### config.mk
export PLATFORM = sky130hd
export DESIGN_NAME = kyber_absorb_feeder
export DESIGN_NICKNAME = d
export VERILOG_FILES = /design/src/rtl/kyber_absorb_feeder.sv
export SDC_FILE = /design/constraint.sdc
export NUM_CORES = 1
export LEC_CHECK = 0
export ABC_AREA = 0
export CAP_MARGIN = 15
export CORE_MARGIN = 3
export CORE_UTILIZATION = 50
export CTS_BUF_LIST = sky130_fd_sc_hd__clkbuf_8 sky130_fd_sc_hd__clkbuf_16
export CTS_CLUSTER_DIAMETER = 120
export DETAILED_ROUTE_END_ITERATION = 8
export GPL_TIMING_DRIVEN = 0
export PLACE_DENSITY_LB_ADDON = 0.2
export SYNTH_ARGS = -nofsm -noshare
export SYNTH_HDL_FRONTEND = slang
export SYNTH_SLANG_ARGS = --single-unit
export TNS_END_PERCENT = 30
### constraint.sdc
create_clock -name clk -period 4.5 [get_ports clk]
set_input_delay 0.675 -clock clk [delete_from_list [all_inputs] [get_ports clk]]
set_output_delay 0.675 -clock clk [all_outputs]
set_load 0.005 [all_outputs]
### src/rtl/kyber_absorb_feeder.sv
// Writer side of the Keccak input FIFO: streams message RAM words (plus an
// optional XOF index tail word) into the core FIFO, then waits for the permutation.
module kyber_absorb_feeder #(
    parameter int ADDR_W = 8
) (
    input  logic              clk,
    input  logic              rst,
    input  logic              cmd_valid,
    output logic              cmd_ready,
    input  logic [ADDR_W-1:0] cmd_base,
    input  logic [5:0]        cmd_words,
    input  logic [1:0]        cmd_mode,
    input  logic              cmd_append,
    input  logic [7:0]        cmd_i,
    input  logic [7:0]        cmd_j,
    output logic              mem_ren,
    output logic [ADDR_W-1:0] mem_addr,
    input  logic [31:0]       mem_rdata,
    input  logic              ififo_full,
    input  logic              ififo_empty,
    input  logic              keccak_ready,
    output logic              ififo_wen,
    output logic [31:0]       ififo_din,
    output logic              ififo_absorb,
    output logic [1:0]        ififo_mode,
    output logic              ififo_last,
    output logic              busy,
    output logic              done
);

    typedef enum logic [2:0] {
        IDLE, READ, LATCH, WRITE, TAIL, WAIT, DONE
    } state_t;

    state_t            state;
    logic [ADDR_W-1:0] base_q;
    logic [5:0]        words_q;
    logic [1:0]        mode_q;
    logic              append_q;
    logic [7:0]        i_q;
    logic [7:0]        j_q;
    logic [5:0]        idx;
    logic [31:0]       data_q;
    logic              seen_low;

    logic       accept;
    logic [6:0] idx_next;
    logic       wr_word;
    logic       wr_tail;

    assign accept   = cmd_valid && (state == IDLE);
    assign idx_next = {1'b0, idx} + 7'd1;
    assign wr_word  = (state == WRITE);
    assign wr_tail  = (state == TAIL);

    always_ff @(posedge clk) begin
        if (rst) begin
            state    <= IDLE;
            base_q   <= '0;
            words_q  <= '0;
            mode_q   <= '0;
            append_q <= 1'b0;
            i_q      <= '0;
            j_q      <= '0;
            idx      <= '0;
            data_q   <= '0;
            seen_low <= 1'b0;
        end else begin
            unique case (state)
                IDLE: begin
                    if (accept) begin
                        base_q   <= cmd_base;
                        words_q  <= cmd_words;
                        mode_q   <= cmd_mode;
                        append_q <= cmd_append;
                        i_q      <= cmd_i;
                        j_q      <= cmd_j;
                        idx      <= '0;
                        seen_low <= 1'b0;
                        if (cmd_words == 6'd0 && !cmd_append)
                            state <= DONE;
                        else if (cmd_words != 6'd0)
                            state <= READ;
                        else
                            state <= TAIL;
                    end
                end
                READ: state <= LATCH;
                LATCH: begin
                    data_q <= mem_rdata;
                    state  <= WRITE;
                end
                WRITE: begin
                    // data_q is held untouched while the FIFO back-pressures
                    if (!ififo_full) begin
                        idx <= idx + 6'd1;
                        if (idx_next < {1'b0, words_q})
                            state <= READ;
                        else if (append_q)
                            state <= TAIL;
                        else
                            state <= WAIT;
                    end
                end
                TAIL: begin
                    if (!ififo_full)
                        state <= WAIT;
                end
                WAIT: begin
                    // a stale DONE level from the previous job must not end this one
                    if (!keccak_ready)
                        seen_low <= 1'b1;
                    if (seen_low && keccak_ready && ififo_empty)
                        state <= DONE;
                end
                DONE: state <= IDLE;
                default: state <= IDLE;
            endcase
        end
    end

    assign cmd_ready    = (state == IDLE);
    assign busy         = (state != IDLE);
    assign done         = (state == DONE);
    assign mem_ren      = (state == READ);
    assign mem_addr     = mem_ren ? base_q + ADDR_W'(idx) : '0;
    assign ififo_wen    = (wr_word || wr_tail) && !ififo_full;
    assign ififo_absorb = ififo_wen;
    assign ififo_mode   = mode_q;

    always_comb begin
        ififo_din = '0;
        if (wr_word)
            ififo_din = data_q;
        else if (wr_tail)
            ififo_din = {16'h0, i_q, j_q};
    end

    assign ififo_last = ififo_wen &&
        (wr_tail || (!append_q && idx_next == {1'b0, words_q}));

endmodule

# == Yosys cells after proc, flatten, opt, wreduce, memory -nomap -nowiden ==
# Cells that the tools add are included.
# totals
register_bits,75
latchBits,0
mem_bits_rw,0
rom_bits,0
inputBits,71
output_inout_bits,49
wordCells,66
n_memories,0
# op_classes
n_addsub,3
mul,0
div_mod_pow,0
n_lt_le_gt_ge,1
eq_ne,12
shift,0
mux,18
bitwise_logic,0
n_reduce_logical,22
# ops
operator,n
two-way mux 32 bit,1
two-way mux 3 bit,7
one-hot mux 3 bit (6 select lines),1
two-way mux 16 bit,1
two-way mux 6 bit,2
one-hot mux 6 bit (2 select lines),1
equality test 3 bit (second input constant),3
adder 8 x 6 -> 8 bit,1
two-way mux 8 bit,1
inequality test 2 bit (second input constant),4
adder 6 x 1 -> 7 bit (second input constant),1
equality test 7 x 6 -> 1 bit,1
logical AND 1 bit,7
less-than comparator 7 x 6 -> 1 bit,1
adder 6 x 1 -> 6 bit (second input constant),1
equality test 3 x 2 -> 1 bit (second input constant),2
zero test 6 bit,1
AND reduction 3 bit,2
nonzero test 6 bit,1
AND reduction 4 bit,1
nonzero test 2 bit,2
equality test 3 x 1 -> 1 bit (second input constant),1
zero test 1 bit,3
zero test 3 bit,1
other kinds (6),9

# == Logic depth before layout (Yosys ltp) ==
# logic_depth
word_depth,5
depth_mapped,9
mapped_depth_nobuf,9

# == Worst setup path before layout ==
# Ideal clock, no wire load.
# synth_timing
path_kind,register -> output
startpoint,register idx[1]
endpoint,output port ififo_last
arrival_time_ns,1.583
path_slack_ns,2.242
path_stages_with_launch,9
n_path_buf,0
cell_sequence,dfxtp_1 > ha_1 > nand3_1 > xnor2_1 > ha_1 > nand3_1 > nor4_1 > nor2_1 > nor2_1
# synth_via
elab_chain_cells,5
# synth_lines
item,line_no,rtl
start: declaration,42,logic [5:0] idx;
start signal: assignment,96,idx <= idx + 6'd1;
adder 6 x 1 -> 7 bit,52,"assign idx_next = {1'b0, idx} + 7'd1;"
equality test 7 x 6 -> 1 bit,140,"(wr_tail || (!append_q && idx_next == {1'b0, words_q}));"
logical AND 1 bit,140,
logical OR 1 bit,140,
logical AND 1 bit,139,assign ififo_last = ififo_wen &&
end: declaration,26,"output logic ififo_last,"
# No other way between the ends.

# == Worst setup path after layout ==
# layout_timing
startpoint,register state[0]
endpoint,output port ififo_wen
# layout_via
elab_chain_cells,3
# layout_lines
item,line_no,rtl
start: declaration,35,state_t state;
start signal: assignment,58,state <= IDLE;
start signal: assignment,81,state <= DONE;
start signal: assignment,83,state <= READ;
equality test 3 x 2 -> 1 bit or equality test 3 bit (tied branches),"53, 54",
logical OR 1 bit *,127,assign ififo_wen = (wr_word || wr_tail) && !ififo_full;
logical AND 1 bit *,127,
end: declaration,22,"output logic ififo_wen,"
# Every way passes the cells marked *; elsewhere a longest branch is shown, timed or not.

==> results by group <==
Status
  – Status: completed

Synthesis
  – Sequential element share of the synthesized area: 41.0%
  – Ys async rst share: 0%
  – Largest family of logic cells by synthesized area: simple AND/OR/NAND/NOR gates
  – Post-Synth XOR/XNOR Area: 1.67%
  – Cell area after synthesis: 3670 µm²
  – Post-Syn Nets: 567
  – Yosys warns: 0
  – Simple-gate area share of the yosys netlist: 27.3%
  – Synth Register Bits: 75
  – Gate Count Post-Synth: 482
  – Mean Syn Cell Area: 7.61 µm²
  – Mux cell area share after synthesis: 0%
  – Dominant synthesized flop cell: dfxtp_1
  – Compound-cell area share of the yosys netlist: 19.7%
  – Number of flops mapped to enable cells by yosys: 0
  – Number of distinct library cells after synthesis: 44
  – Adder-cell area share of the yosys netlist: 4.98%

Die
  – Core area: 6940 µm²
  – Initial core utilization: 52.8%
  – Die X: 91.6 µm
  – Die area: 8400 µm²
  – Row count: 30
  – Io pins: 120
  – Die Ht: 91.6 µm

Route
  – DR vias: 3731
  – Post-Route WL: 10400 µm
  – Detailed Route Iter0 Violations: 166
  – Antenna viol nets, final: 0
  – DRT Pass-1 Iters: 4
  – Vias per cell: 5.23
  – Routed length per instance: 14.6 µm
  – Drt drc: 0

Global routing
  – GRT Util Overall: 25.0%
  – Initial antenna violation count: 0
  – First-pass GRT wire length: 16900 µm
  – Global route overflow: 0
  – Largest net degree at the start of global routing: 14
  – Number of global-route vias before repair: 3759

Worst setup path
  – Startpoint types: flop
  – Worst Setup End Kind: primary output
  – Delay-heaviest family, CP: buffers and inverters
  – CP Max Fanout: 10
  – FF-to-FF End: state[2]
  – Slowest CP cell: nor3b_2
  – WP data arrival: 2890 ps
  – Crit path buf inv count: 5
  – WS Path Type: reg2out
  – R2r setup slk: 2170 ps
  – Critical path required time: 3830 ps
  – CP Cell Sequence: buf_4 > clkbuf_1 > nor3b_2 > buf_2 > nor2_1 > nor2_1 > buf_4 > clkdlybuf4s50_1
  – Crit-path max cell delay: 630 ps
  – Worst R2R Start: idx[0]
  – Worst Setup SP: state[0]
  – Register-to-Register Path Depth: 8

Clock network
  – Worst skew pair latency: 360 ps
  – Reg clk slew, reported paths: 80 ps
  – CTS H-tree lvls: 3
  – Post-CTS setup repair buffer count: 0
  – Clock sinks: 75
  – Cts hold-fix bufs: 0
  – Root buf cell: clkbuf_8
  – TritonCTS clock tree: built
  – CTS Buffer Depth: 2
  – Post-CTS resize count: 0
  – CTS Buf Count: 9

Power and ir drop
  – VDD IR max: 0.259 mV
  – Leak: 1.95 nW
  – Pwr dens: 349 nW/µm²

Min path
  – Worst Hold End: data_q[29]
  – WHS Path Cells: 2
  – Worst Hold Launch: data_q[29]
  – Hold Crit Class: reg2reg

Layout
  – Fillers: 568
  – Share of cells above drive strength 1: 4.86%
  – # diodes: 0
  – Layout area overhead: 40.6%
  – # nets final: 697

Placement
  – DP HPWL: 7890 µm
  – Placer Congestion: 0.895
  – Port Buf Inserts: 119

STA
  – Fin crit share: 79.1%
  – Fin. max-slew vios: 0
  – Worst-Margin Slew: 711 ps
  – Hold_ws: 453 ps
  – FMAX: 281 MHz
  – Final Setup Violations: 0
  – Final Hold Viols: 0
  – Crit path time final: 3560 ps
  – RSZ-0062 raised after global routing: false
  – TNS Setup: 0 ps
  – Relative slew slack: 52.2%
  – Clk_skew: 8.45 ps

Run
  – Maxcap violations: 0
==> metrics by stage <==
step	setup slack (ps)	std cells	utilization [%]	total power, mW	area, µm²
floorplan	2240	482	-	1.12	3670
global placement	1370	697	71.7	1.32	4980
detailed placement	1350	697	71.7	1.34	4980
CTS	940	713	74.3	1.80	5160
global route	764	713	74.3	1.90	5160
finish	939	713	74.3	1.80	5160
==> cells by family (layout without fill, tap and decap cells) <==
kind of cell | count (synthesis) | count (layout)
simple gates | 221 | 221
buf+inv | 43 | 178
xor+xnor | 7 | 7
flops | 75 | 75
compound gates | 122 | 122
fa+ha+maj | 14 | 14
==> sequential cells by signal (all words and copies together) (netlist names) <==
name        flops
data_q         32
seen_low        1
j_q             8
base_q          8
state           3
ififo_mode      2
append_q        1
idx             6
i_q             8
words_q         6
==> worst register-to-register path, cell delays in order, from the launching register on <==
cell and delay (ps):
dfxtp_1 440, ha_1 320, nand3_1 200, xnor2_1 180
ha_1 290, nand3_1 80, a21oi_1 180, o41ai_1 100
a2111oi_0 400
==> placed cells by master, fill, tap and decap left out, types with 2 or more instances in the layout <==
cell type / n
a211oi_1: 2
buf_6: 2
nor2b_1: 4
nand2b_1: 2
nand3b_1: 3
nor3b_1: 3
nor2_1: 25
a22o_1: 16
buf_4: 4
clkdlybuf4s50_1: 119
o41ai_1: 2
nor3_1: 2
nand2_1: 139
dfxtp_1: 75
clkbuf_1: 23
clkinvlp_4: 2
a21oi_1: 79
a22oi_1: 3
a21o_1: 2
and3b_1: 3
xor2_1: 4
clkbuf_8: 10
xnor2_1: 3
o21ai_0: 9
nand4b_1: 2
o21bai_1: 2
and3_1: 2
and2_1: 20
inv_1: 10
buf_2: 5
or3_1: 2
nor4_1: 4
nand3_1: 5
ha_1: 13
==> worst max-delay path by stage <==
stage | to | slack [ps] | depth (start not counted)
after floorplan | ififo_last | 2240 | 8
after global placement | ififo_wen | 1370 | 8
after detailed placement | ififo_wen | 1350 | 8
after CTS | ififo_wen | 940 | 8
after global routing | ififo_wen | 760 | 8
final | ififo_wen | 940 | 8
==> layer usage <==
layer	up-vias	track usage (%)	share of wire [%]
li1	1886	-	-
met1	1699	27.8	41
met2	119	44.1	49
met3	27	5.91	6.9
met4	0	12.7	2.8
met5	-	0	0
==> cell usage after synthesis (all sizes together), types with 3 or more instances <==
| library cell | number | area share, % |
|---|---|---|
| dfxtp | 75 | 41 |
| nand3 | 5 | 0.68 |
| and2 | 20 | 3.4 |
| a21oi | 79 | 11 |
| nor4 | 4 | 0.68 |
| nand2 | 139 | 14 |
| nor2b | 4 | 0.68 |
| xnor2 | 3 | 0.72 |
| inv | 9 | 0.92 |
| a22oi | 3 | 0.61 |
| a22o | 16 | 3.8 |
| nor3b | 4 | 0.96 |
| nand3b | 3 | 0.61 |
| clkbuf | 23 | 2.4 |
| ha | 13 | 4.4 |
| o21ai | 10 | 1.4 |
| nor2 | 25 | 2.6 |
| buf | 11 | 2.1 |
| and3b | 3 | 0.72 |
| xor2 | 4 | 0.96 |
==> power by group <==
group	switching, mW	internal (mW)	total (mW)
Sequential	0.0446	0.745	0.789
Combinational	0.299	0.237	0.535
Clock	0.261	0.215	0.476
Total	0.604	1.20	1.80
==> cell type report <==
| class | count | area, µm² | share of cell area, % |
|---|---|---|---|
| Tap cell | 96 | 120 | 2.33 |
| Clock buffer | 10 | 138 | 2.67 |
| Buffer | 34 | 164 | 3.18 |
| Timing Repair Buffer | 119 | 1190 | 23.1 |
| Multi-Input combinational cell | 364 | 1970 | 38.1 |
| Clock inverter | 6 | 41.3 | 0.801 |
| Inverter | 9 | 33.8 | 0.655 |
| Sequential cell | 75 | 1500 | 29.1 |
Note: power is estimated with default switching activity, not from simulation.
